$ cat config.mk
export PLATFORM = sky130hd
export DESIGN_NAME = alu_exec_unit
export DESIGN_NICKNAME = d
export VERILOG_FILES = /design/src/rtl/alu_pkg.sv /design/src/rtl/alu_muldiv_iter.sv /design/src/rtl/alu_exec_unit.sv
export SDC_FILE = /design/constraint.sdc
export NUM_CORES = 1
export LEC_CHECK = 0
export CAP_MARGIN = 20
export CORE_UTILIZATION = 31
export DETAILED_ROUTE_END_ITERATION = 10
export PLACE_DENSITY = 0.56
export SLEW_MARGIN = 25
export SYNTH_ARGS = -nofsm -noshare
export SYNTH_HDL_FRONTEND = slang
export SYNTH_SLANG_ARGS = --single-unit
$ cat constraint.sdc
create_clock -name clk -period 2.6 [get_ports clk]
set_clock_uncertainty 0.2 [all_clocks]
set_input_delay 0.39 -clock clk [delete_from_list [all_inputs] [get_ports clk]]
set_output_delay 0.39 -clock clk [all_outputs]
set_load 0.05 [all_outputs]
$ cat src/rtl/alu_pkg.sv
// Shared encodings for the ALU execute unit: operation codes, alu_op classes,
// FSM states, funct7 values and the iterative multiply/divide operation set.
package alu_pkg;

    typedef enum logic [3:0] {
        ALU_AND  = 4'b0000,
        ALU_OR   = 4'b0001,
        ALU_ADD  = 4'b0010,
        ALU_XOR  = 4'b0011,
        ALU_SLL  = 4'b0100,
        ALU_SRL  = 4'b0101,
        ALU_SUB  = 4'b0110,
        ALU_SLT  = 4'b0111,
        ALU_SLTU = 4'b1000,
        ALU_NOR  = 4'b1100,
        ALU_SRA  = 4'b1101
    } alu_code_t;

    localparam logic [1:0] CLS_LDST   = 2'b00;
    localparam logic [1:0] CLS_BRANCH = 2'b01;
    localparam logic [1:0] CLS_RTYPE  = 2'b10;
    localparam logic [1:0] CLS_ITYPE  = 2'b11;

    localparam logic [6:0] F7_BASE   = 7'h00;
    localparam logic [6:0] F7_ALT    = 7'h20;
    localparam logic [6:0] F7_MULDIV = 7'h01;

    typedef enum logic [1:0] {
        ST_IDLE = 2'b00,
        ST_EXEC = 2'b01,
        ST_DONE = 2'b10
    } state_t;

    typedef enum logic [2:0] {
        MD_MUL   = 3'd0,
        MD_MULHU = 3'd1,
        MD_DIV   = 3'd2,
        MD_DIVU  = 3'd3,
        MD_REM   = 3'd4,
        MD_REMU  = 3'd5
    } md_op_t;

endpackage

$ cat src/rtl/alu_muldiv_iter.sv
// Iterative multiply/divide: one shift-add or restoring-divide step per cycle,
// WIDTH cycles per operation. Only instantiated when ALU_MULDIV_EN is defined.
module alu_muldiv_iter
    import alu_pkg::*;
#(
    parameter int WIDTH = 32
) (
    input  logic             clk,
    input  logic             reset,
    input  logic             i_start,
    input  md_op_t           i_op,
    input  logic [WIDTH-1:0] i_a,
    input  logic [WIDTH-1:0] i_b,
    output logic             o_done,
    output logic [WIDTH-1:0] o_result
);
    localparam int CNT_W = $clog2(WIDTH);

    logic             r_busy;
    logic [CNT_W-1:0] r_cnt;
    md_op_t           r_op;
    logic             r_is_mul;
    logic [WIDTH-1:0] r_hi, r_lo, r_b, r_a;
    logic             r_neg_q, r_neg_r, r_div0;

    logic             w_signed, w_mul, w_a_neg, w_b_neg;
    logic [WIDTH:0]   w_sum, w_sh;
    logic             w_ge;
    logic [WIDTH-1:0] w_sub, w_hi_n, w_lo_n, w_q, w_r;

    assign w_signed = (i_op == MD_DIV) || (i_op == MD_REM);
    assign w_mul    = (i_op == MD_MUL) || (i_op == MD_MULHU);
    assign w_a_neg  = w_signed && i_a[WIDTH-1];
    assign w_b_neg  = w_signed && i_b[WIDTH-1];

    // Multiply: {hi,lo} accumulates with lo holding the remaining multiplier bits.
    assign w_sum = {1'b0, r_hi} + {1'b0, (r_lo[0] ? r_b : '0)};
    // Divide: remainder in hi, dividend shifts out of lo as quotient bits shift in.
    assign w_sh  = {r_hi, r_lo[WIDTH-1]};
    assign w_ge  = (w_sh >= {1'b0, r_b});
    assign w_sub = w_sh[WIDTH-1:0] - r_b;

    always_comb begin
        w_hi_n = r_hi;
        w_lo_n = r_lo;
        if (r_is_mul) begin
            w_hi_n = w_sum[WIDTH:1];
            w_lo_n = {w_sum[0], r_lo[WIDTH-1:1]};
        end else begin
            w_hi_n = w_ge ? w_sub : w_sh[WIDTH-1:0];
            w_lo_n = {r_lo[WIDTH-2:0], w_ge};
        end
    end

    assign w_q = r_div0 ? '1  : (r_neg_q ? -w_lo_n : w_lo_n);
    assign w_r = r_div0 ? r_a : (r_neg_r ? -w_hi_n : w_hi_n);

    always_comb begin
        o_result = '0;
        case (r_op)
            MD_MUL:           o_result = w_lo_n;
            MD_MULHU:         o_result = w_hi_n;
            MD_DIV, MD_DIVU:  o_result = w_q;
            MD_REM, MD_REMU:  o_result = w_r;
            default:          o_result = '0;
        endcase
    end

    assign o_done = r_busy && (r_cnt == '0);

    always_ff @(posedge clk or posedge reset) begin
        if (reset) begin
            r_busy   <= 1'b0;
            r_cnt    <= '0;
            r_op     <= MD_MUL;
            r_is_mul <= 1'b0;
            r_hi     <= '0;
            r_lo     <= '0;
            r_b      <= '0;
            r_a      <= '0;
            r_neg_q  <= 1'b0;
            r_neg_r  <= 1'b0;
            r_div0   <= 1'b0;
        end else if (i_start) begin
            r_busy   <= 1'b1;
            r_cnt    <= CNT_W'(WIDTH - 1);
            r_op     <= i_op;
            r_is_mul <= w_mul;
            r_hi     <= '0;
            r_lo     <= w_mul ? i_b : (w_a_neg ? -i_a : i_a);
            r_b      <= w_mul ? i_a : (w_b_neg ? -i_b : i_b);
            r_a      <= i_a;
            r_neg_q  <= w_a_neg ^ w_b_neg;
            r_neg_r  <= w_a_neg;
            r_div0   <= (i_b == '0);
        end else if (r_busy) begin
            r_hi  <= w_hi_n;
            r_lo  <= w_lo_n;
            r_cnt <= r_cnt - 1'b1;
            if (r_cnt == '0) r_busy <= 1'b0;
        end
    end

endmodule

$ cat src/rtl/alu_exec_unit.sv
// ALU execute unit with valid/ready handshake on both sides. Define
// ALU_MULDIV_EN to add the iterative multiply/divide operations.
//
// state | meaning
// IDLE  | waiting for a request (in_ready once out of reset)
// EXEC  | iterative multiply/divide running, requests ignored
// DONE  | result held until out_ready; may accept the next request same cycle
module alu_exec_unit
    import alu_pkg::*;
#(
    parameter int WIDTH   = 32,
    parameter int SHAMT_W = $clog2(WIDTH)
) (
    input  logic             clk,
    input  logic             reset,
    input  logic             in_valid,
    output logic             in_ready,
    input  logic [1:0]       alu_op,
    input  logic [6:0]       funct7,
    input  logic [2:0]       funct3,
    input  logic [WIDTH-1:0] op_a,
    input  logic [WIDTH-1:0] op_b,
    output logic             out_valid,
    input  logic             out_ready,
    output logic [WIDTH-1:0] result,
    output logic             zero,
    output logic             illegal,
    output logic             busy
);
    state_t           r_state, w_state_nxt;
    logic             r_init;
    logic [WIDTH-1:0] r_result;
    logic             r_zero, r_illegal;

    alu_code_t        w_code;
    logic             w_illegal, w_iter, w_accept;
    logic             w_rtype, w_f7_base, w_f7_alt;
    logic [SHAMT_W-1:0] w_shamt;
    logic [WIDTH-1:0] w_alu_res;
    logic             w_md_done;
    logic [WIDTH-1:0] w_md_result;

    assign w_rtype   = (alu_op == CLS_RTYPE);
    assign w_f7_base = (funct7 == F7_BASE);
    assign w_f7_alt  = (funct7 == F7_ALT);
    assign w_shamt   = op_b[SHAMT_W-1:0];

`ifdef ALU_MULDIV_EN
    md_op_t w_mdop;
    logic   w_start;

    assign w_start = w_accept && w_iter;

    alu_muldiv_iter #(.WIDTH(WIDTH)) u_muldiv (
        .clk      (clk),
        .reset    (reset),
        .i_start  (w_start),
        .i_op     (w_mdop),
        .i_a      (op_a),
        .i_b      (op_b),
        .o_done   (w_md_done),
        .o_result (w_md_result)
    );
`else
    assign w_md_done   = 1'b0;
    assign w_md_result = '0;
`endif

    always_comb begin
        w_code    = ALU_ADD;
        w_illegal = 1'b0;
        w_iter    = 1'b0;
`ifdef ALU_MULDIV_EN
        w_mdop    = MD_MUL;
`endif
        if (alu_op == CLS_BRANCH) begin
            w_code = ALU_SUB;
        end else if (alu_op == CLS_LDST) begin
            w_code = ALU_ADD;
        end else if (w_rtype && funct7 == F7_MULDIV) begin
`ifdef ALU_MULDIV_EN
            w_iter = 1'b1;
            case (funct3)
                3'b000:  w_mdop = MD_MUL;
                3'b011:  w_mdop = MD_MULHU;
                3'b100:  w_mdop = MD_DIV;
                3'b101:  w_mdop = MD_DIVU;
                3'b110:  w_mdop = MD_REM;
                3'b111:  w_mdop = MD_REMU;
                default: begin w_iter = 1'b0; w_illegal = 1'b1; end
            endcase
`else
            w_illegal = 1'b1;
`endif
        end else begin
            // I-type ignores funct7 except on the shifts, where it selects/validates the shift kind.
            case (funct3)
                3'b000: begin
                    w_code    = (w_rtype && w_f7_alt) ? ALU_SUB : ALU_ADD;
                    w_illegal = w_rtype && !(w_f7_base || w_f7_alt);
                end
                3'b001: begin w_code = ALU_SLL;  w_illegal = !w_f7_base; end
                3'b010: begin w_code = ALU_SLT;  w_illegal = w_rtype && !w_f7_base; end
                3'b011: begin w_code = ALU_SLTU; w_illegal = w_rtype && !w_f7_base; end
                3'b100: begin w_code = ALU_XOR;  w_illegal = w_rtype && !w_f7_base; end
                3'b101: begin
                    w_code    = w_f7_alt ? ALU_SRA : ALU_SRL;
                    w_illegal = !(w_f7_base || w_f7_alt);
                end
                3'b110: begin w_code = ALU_OR;   w_illegal = w_rtype && !w_f7_base; end
                default: begin w_code = ALU_AND; w_illegal = w_rtype && !w_f7_base; end
            endcase
        end
    end

    always_comb begin
        w_alu_res = '0;
        case (w_code)
            ALU_AND:  w_alu_res = op_a & op_b;
            ALU_OR:   w_alu_res = op_a | op_b;
            ALU_ADD:  w_alu_res = op_a + op_b;
            ALU_SUB:  w_alu_res = op_a - op_b;
            ALU_XOR:  w_alu_res = op_a ^ op_b;
            ALU_NOR:  w_alu_res = ~(op_a | op_b);
            ALU_SLL:  w_alu_res = op_a << w_shamt;
            ALU_SRL:  w_alu_res = op_a >> w_shamt;
            ALU_SRA:  w_alu_res = $signed(op_a) >>> w_shamt;
            ALU_SLT:  w_alu_res[0] = $signed(op_a) < $signed(op_b);
            ALU_SLTU: w_alu_res[0] = op_a < op_b;
            default:  w_alu_res = '0;
        endcase
    end

    assign in_ready  = ((r_state == ST_IDLE) && r_init) || ((r_state == ST_DONE) && out_ready);
    assign w_accept  = in_valid && in_ready;
    assign out_valid = (r_state == ST_DONE);
    assign busy      = (r_state == ST_EXEC);
    assign result    = r_result;
    assign zero      = r_zero;
    assign illegal   = r_illegal;

    always_comb begin
        w_state_nxt = r_state;
        case (r_state)
            ST_IDLE: if (w_accept) w_state_nxt = w_iter ? ST_EXEC : ST_DONE;
            ST_EXEC: if (w_md_done) w_state_nxt = ST_DONE;
            ST_DONE: begin
                if (w_accept)       w_state_nxt = w_iter ? ST_EXEC : ST_DONE;
                else if (out_ready) w_state_nxt = ST_IDLE;
            end
            default: w_state_nxt = ST_IDLE;
        endcase
    end

    always_ff @(posedge clk or posedge reset) begin
        if (reset) begin
            r_state <= ST_IDLE;
            r_init  <= 1'b0;
        end else begin
            r_state <= w_state_nxt;
            r_init  <= 1'b1;
        end
    end

    always_ff @(posedge clk or posedge reset) begin
        if (reset) begin
            r_result  <= '0;
            r_zero    <= 1'b0;
            r_illegal <= 1'b0;
        end else if (w_accept && !w_iter) begin
            r_result  <= w_illegal ? '0 : w_alu_res;
            r_zero    <= w_illegal || (w_alu_res == '0);
            r_illegal <= w_illegal;
        end else if ((r_state == ST_EXEC) && w_md_done) begin
            r_result  <= w_md_result;
            r_zero    <= (w_md_result == '0);
            r_illegal <= 1'b0;
        end
    end

endmodule

* Word-level counts from Yosys, hierarchy flattened
Cells that the tools add are included.
Storage, ports and cells: register bits 37, latch bits 0, memory bits (writable) 0, memory bits (read-only) 0, input port bits 80, output and inout port bits 37, logic and storage cells 77, memories kept 0
Cells by class: $add $sub $neg 2, multiply operators 0, div/mod/pow operators 0, magnitude comparators 2, equal/unequal tests 24, shift operators 3, muxes and demuxes 17, bitwise operators 5, reductions and logical operators 19
Operators by type and width (number):
- case mux 31 bit (9 select lines) | 1
- less-than comparator 32 bit | 2
- adder 32 bit | 1
- AND 32 bit | 1
- logical NOT 32 bit | 1
- two-way mux 32 bit | 1
- inverter 32 bit | 1
- bitwise OR 32 bit | 1
- << shifter 32 x 5 -> 32 bit | 1
- right shift 32 x 5 -> 32 bit | 1
- >>> shifter 32 x 5 -> 32 bit | 1
- subtractor 32 bit | 1
- XOR 32 bit | 1
- case mux 4 bit (7 select lines) | 1
- == test 4 x 3 -> 1 bit, second input constant | 4
- two-way mux 4 bit | 4
- == test 4 bit, second input constant | 3
- case mux 1 bit (11 select lines) | 1
- == test 3 bit, second input constant | 3
- == test 4 x 2 -> 1 bit, second input constant | 2
- == test 7 x 1 -> 1 bit, second input constant | 1
- == test 7 x 6 -> 1 bit, second input constant | 1
- logical AND 1 bit | 7
- logical NOT 7 bit | 1
- 19 further kinds | 30

* Longest topological paths before layout
Gate-level depths: netlist of run 1.
depth after elaboration 11, depth in mapped cells 18, mapped depth without buffers 14

* Least setup slack after synthesis of run 1
No wires, ideal clock.
path type in2reg, start input op_b[3], end register r_zero (netlist: zero), library setup time 101 ps, arrival time 4581 ps, data required time 2299 ps, setup slack -2282 ps, stages 18, path buffers 5, path through buf_2 -> clkinv_1 -> clkbuf_1 -> clkbuf_1 -> buf_1 -> ha_1 -> clkbuf_1 -> and3_1 -> a211o_1 -> a22oi_1 -> o21ai_0 -> a221oi_1 -> o21ai_1 -> a2111oi_4 -> nand4_1 -> nor4_1 -> nand4_1 -> o32ai_1
Between the ends: word-level cells in the longest chain between the ends 5, elaborated cells on any way between the ends 15, those cells by class add/sub: 2; order compare: 2; shift: 3; mux: 2; bitwise: 4; reduce/logical: 2
Ends and longest elaborated chain:
- start, declared | line alu_exec_unit.sv:22 | input logic [WIDTH-1:0] op_b,
- parallel branches: the longest is 3 deep, another holds subtractor 32 bit
- logical NOT 32 bit * | line alu_exec_unit.sv:172 | r_zero <= w_illegal || (w_alu_res == '0);
- logical OR 1 bit * | line alu_exec_unit.sv:172
- end signal, assigned | line alu_exec_unit.sv:172
- end signal, assigned | line alu_exec_unit.sv:176 | r_zero <= (w_md_result == '0);
- end, declared | line alu_exec_unit.sv:33 | logic r_zero, r_illegal;
Every way passes the cells marked *. A chain may end at the register's enable or synchronous reset.

* Worst setup path after layout of run 1
start input op_b[0], end register r_zero (netlist: zero)
Between the ends: word-level cells in the longest chain between the ends 5, elaborated cells on any way between the ends 15, those cells by class add/sub: 2; order compare: 2; shift: 3; mux: 2; bitwise: 4; reduce/logical: 2
Ends and longest elaborated chain (line):
- parallel branches: the longest is 3 deep, another holds subtractor 32 bit
- logical NOT 32 bit * | alu_exec_unit.sv:172
- logical OR 1 bit * | alu_exec_unit.sv:172
Marked as above.

==> impl.org, run 1 <==
** Die
- Row generation in the floorplan step produced 71 rows.
- The floorplan step defined a die boundary enclosing ~39000 um2.
- Die height :: just under 200 um
- The die is a little under 200 um wide.
- Core region area :: 37700 um2
- Pin placement for this block handled about 120 I/O pins.
- The initial utilization of the core area, before any placement, comes to 31.5%.

** Clock network
- For the worst-skew pair, the clock arrives at the later sink with an insertion delay of roughly 0.28 ns.
- The H-tree was split into 2 levels.
- TritonCTS buffer count :: 5
- After clock tree synthesis, the flow added hold-fix buffers numbering 0.
- Clock edge transition at the registers on the reported setup and hold paths :: ~0.060 ns
- TritonCTS built the clock tree.
- Buffer levels on the longest clock path :: 2
- The tree is rooted in a clkbuf_16.
- CTS saw 36 sinks.

** Yosys
- Share of flip-flops with an asynchronous set or reset after synthesis :: 100%
- When the netlist entered floorplanning its net count stood at 1756.
- Flip-flop cell with the highest count after synthesis :: dfrtp_1
- Count of unique library cells instantiated by Yosys :: between 90 and 100
- The synthesized design contains 36 register bits.
- Number of synthesized flops with an enable pin :: 0
- The top cell type by area accounts for between 10% and 20% of the synthesized area.
- Yosys instantiated no cell more often than nor2_1.
- A synthesized cell averages ~7.6 um2.
- Summed over all instances, the cell type with the most area after synthesis is ha_1.
- Cell types occupying the most area after synthesis :: ha_1, mux4_2, dfrtp_1, mux2i_1, a21oi_1
- Area of the mapped netlist :: between 10000 and 15000 um2
- Seq/Total Area, Yosys :: under 10%
- For this run, the number of Yosys warnings is 0.
- The cell count after synthesis came out at roughly 1600.
- Top post-synthesis cells by count :: nor2_1, nand2_1, a21oi_1, ha_1, inv_1

** Power
- Proportion of total power due to net switching :: 47.8%
- Sequential group share of total power :: between 10% and 20%
- Internal Power :: a little under 4 mW
- For this design the ratio of total power to cell area is 329 nW/um2.
- Proportion of power drawn by the clock network :: under 10%
- Combinational share of power :: just over 80%
- The analysis attributes to cell leakage a power of 10.1 nW.
- IR analysis of the VDD net gives a maximum drop of 0.000310 V.
- For this design the total switching power over the nets is 3.57 mW.

** Drt
- Detailed-router iteration count before antenna repair :: 6
- Average wire length per cell after detail routing :: around 26 um
- Drt drc :: 0
- Dividing the detail-routed via count by the number of cells gives 6.06.
- After detailed routing, the met3 layer carries between 7000 and 8000 um of wire.
- Routed wl met2 :: roughly 33000 um
- The final route contains 17581 vias.
- After detailed routing, the wire length on met1 is approximately 32000 um.
- Routed signal wires occupy layers up through met5.
- Once detail routing completed, the nets flagged for antenna violations numbered 0.
- Routed wire length :: between 70000 and 80000 um
- In this run, the number of DRC markers left after iteration 0 of detailed routing was ~2000.

** Layout
- At the end of the flow, the number of nets in the layout was about 2600.
- The number of antenna diodes in the final layout is 0.
- In the final layout, the multi-input gates occupy around 12000 um2.
- Layout cell share with drive strength beyond 1 :: a little under three fifths
- The sequential cells in the finished layout cover a total of approximately 900 um2.
- For this run, the share of the core covered by cells in the final layout is 60.3%.
- Filler Cell Count :: 3386
- Relative to the synthesized area, the layout overhead comes to 91.3%.

** Worst setup path
- Kind of cell adding the most delay to the critical path :: compound AO/OA/AOI/OAI gates
- Data arrives at the worst endpoint at ~4.0 ns.
- The critical path is of the in2reg type.
- Counting both buffers and inverters, the worst setup path holds a total of 2.
- STA classifies the critical path endpoint as a register.
- Critical path's largest stage delay :: ~0.55 ns
- Highest-delay cell along the critical path :: mux4_2
- Traced cell by cell, the critical path runs through buf_16 -> mux4_2 -> mux2i_4 -> nor2_4 -> a221o_1 -> a221o_1 -> a211o_1 -> a2111oi_4 -> nand4_1 -> nor4_4 -> buf_4 -> nand4_1 -> o32ai_1.
- Along the worst path, the maximum fanout reaches 6.
- STA classifies the critical path startpoint as an input pin.
- Required arrival time at the worst endpoint :: about 2.6 ns

** Worst hold path
- Classification of the worst-slack hold path :: reg2reg

** GRT
- After global routing the overflow that remains totals 0.
- The first global-routing pass estimated ~110000 um of wire.
- Vias in the first global route :: between 15000 and 20000
- GRT Util Overall :: roughly two fifths
- Pin count of the biggest net entering global routing :: 37
- Initial antenna violation count :: 2

** Timing
- The max-slew violation count is 0.
- The routed design could run at a clock period as short as roughly 4.0 ns.
- Final worst-path setup slack :: -1.42 ns
- At the pin with the least slew margin, the transition time is just over 0.6 ns.
- Setup violations remaining at the end of the flow were counted as 32.
- Measured against its own limit, the worst slew margin works out to about three fifths.
- Setup repair after global routing could not meet its margin everywhere.
- The final critical path takes up 155% of the cycle.
- Count of final hold-check violations :: 0
- Hold is met by roughly 0.28 ns.
- For this run, the top clock speed supported by timing is about 250 MHz.

** Place
- Number of buffers added on ports :: between 100 and 150
- Routability cong. :: between 1 and 1.5
- HPWL after detailed placement :: 60400 um

** Flow run
- Max-cap violations :: 0

** Status
- Result of the run :: finished, violations left
- Failing checks :: negative setup slack
==> final timing paths <==
path	slack, ns	startpoint	to	cells after the start
setup / recovery	-1.42	op_b[0]	zero	13
hold / removal	0.28	result[13]	result[13]	2
setup reg to reg	-0.30	r_state[1]	zero	10
hold reg to reg	0.28	result[13]	result[13]	2
max in group asynchronous	1.55	reset	result[1]	3
min in group asynchronous	0.31	reset	result[2]	3
==> timing repair <==
item	4_1_cts	5_1_grt
pin swaps	158	125
setup buffers	106	52
resized for setup	659	235
gates cloned	3	1
setup endpoints to repair	34	33
==> per-layer routing <==
layer | vias up | GRT usage, %
met2 | 1066 | 59.8
met4 | 2 | 13.5
met1 | 8585 | 51.5
met5 | - | 0
met3 | 224 | 8.70
li1 | 7704 | -
==> tightest hold or removal path: cells and delay by family, from the launching register on <==
family | cells | cell delay (ns)
flip-flops | 1 | 0.35
AND/OR/NAND/NOR | 1 | 0.06
AO/OA/AOI/OAI | 1 | 0.05
==> power groups by stage <==
| stage | sequential, mW | clock [mW] | combinational, mW |
|---|---|---|---|
| finish | 0.757 | 0.614 | 6.11 |
| global route | 0.772 | 0.653 | 6.34 |
| CTS | 0.760 | 0.620 | 5.65 |
| detailed placement | 0.767 | 0 | 4.94 |
| global placement | 0.766 | 0 | 4.92 |
| floorplan | 1.19 | 0 | 2.00 |
==> per-stage QoR <==
| stage | std cells | area, um2 | power, mW | worst slack (ns) | TNS, ns |
|---|---|---|---|---|---|
| floorplan | 1567 | 12500 | 3.19 | -1.23 | -15.26 |
| global placement | 2763 | 18800 | 5.69 | -2.60 | -47.29 |
| detailed placement | 2763 | 18800 | 5.71 | -2.65 | -48.35 |
| CTS | 2869 | 21700 | 7.03 | -1.45 | -17.76 |
| global route | 2902 | 22700 | 7.76 | -1.43 | -19.04 |
| finish | 2902 | 22700 | 7.48 | -1.42 | -17.71 |
==> cell families after synthesis <==
group	count (synthesis)	share of synthesized area [%]
AND/OR/NAND/NOR	507	21.2
flip-flops	36	7.59
adder cells (fa/ha/maj)	109	11.6
XOR/XNOR	12	0.885
other	2	0.0633
AO/OA/AOI/OAI	535	32.2
buffers and inverters	229	8.02
multiplexers	137	18.4
==> flip-flops by register name, indices dropped and copies added (netlist names) <==
name	count
r_init	1
illegal	1
zero	1
r_state	1
result	32
==> cells in the final DEF (no fill, tap or decap), types with 46 or more instances in the layout <==
cell type / instances
ha_1: 68
buf_6: 117
mux2i_1: 48
nor2_1: 105
inv_1: 62
a21oi_1: 79
mux4_2: 61
clkdlybuf4s50_1: 46
buf_4: 689
nand2_1: 111
==> final cells by class <==
cell class	instances	share of cell area [%]
Multi-Input combinational cell	1302	54.7
Sequential cell	36	3.97
Inverter	98	2.04
Timing Repair Buffer	947	35.8
Clock buffer	6	0.611
Clock inverter	2	0.0441
Tap cell	511	2.81
Power figures use the tool's default switching activity.
==> inputs of run 2 (changes only) <==
--- a/config.mk
+++ b/config.mk
@@ -5,8 +5,8 @@
 export SDC_FILE = /design/constraint.sdc
 export NUM_CORES = 1
 export LEC_CHECK = 0
-export CAP_MARGIN = 20
 export CORE_UTILIZATION = 31
+export CTS_CLUSTER_DIAMETER = 100
 export DETAILED_ROUTE_END_ITERATION = 10
 export PLACE_DENSITY = 0.56
 export SLEW_MARGIN = 25
==> results of run 2 <==
Same layout as run 1: the final DEF is identical, and so are final timing and power.
==> inputs of run 3 (changes only) <==
--- a/config.mk
+++ b/config.mk
@@ -13,3 +13,4 @@
 export SYNTH_ARGS = -nofsm -noshare
 export SYNTH_HDL_FRONTEND = slang
 export SYNTH_SLANG_ARGS = --single-unit
+export TNS_END_PERCENT = 100
==> results of run 3 <==
Same layout as run 1: the final DEF is identical, and so are final timing and power.
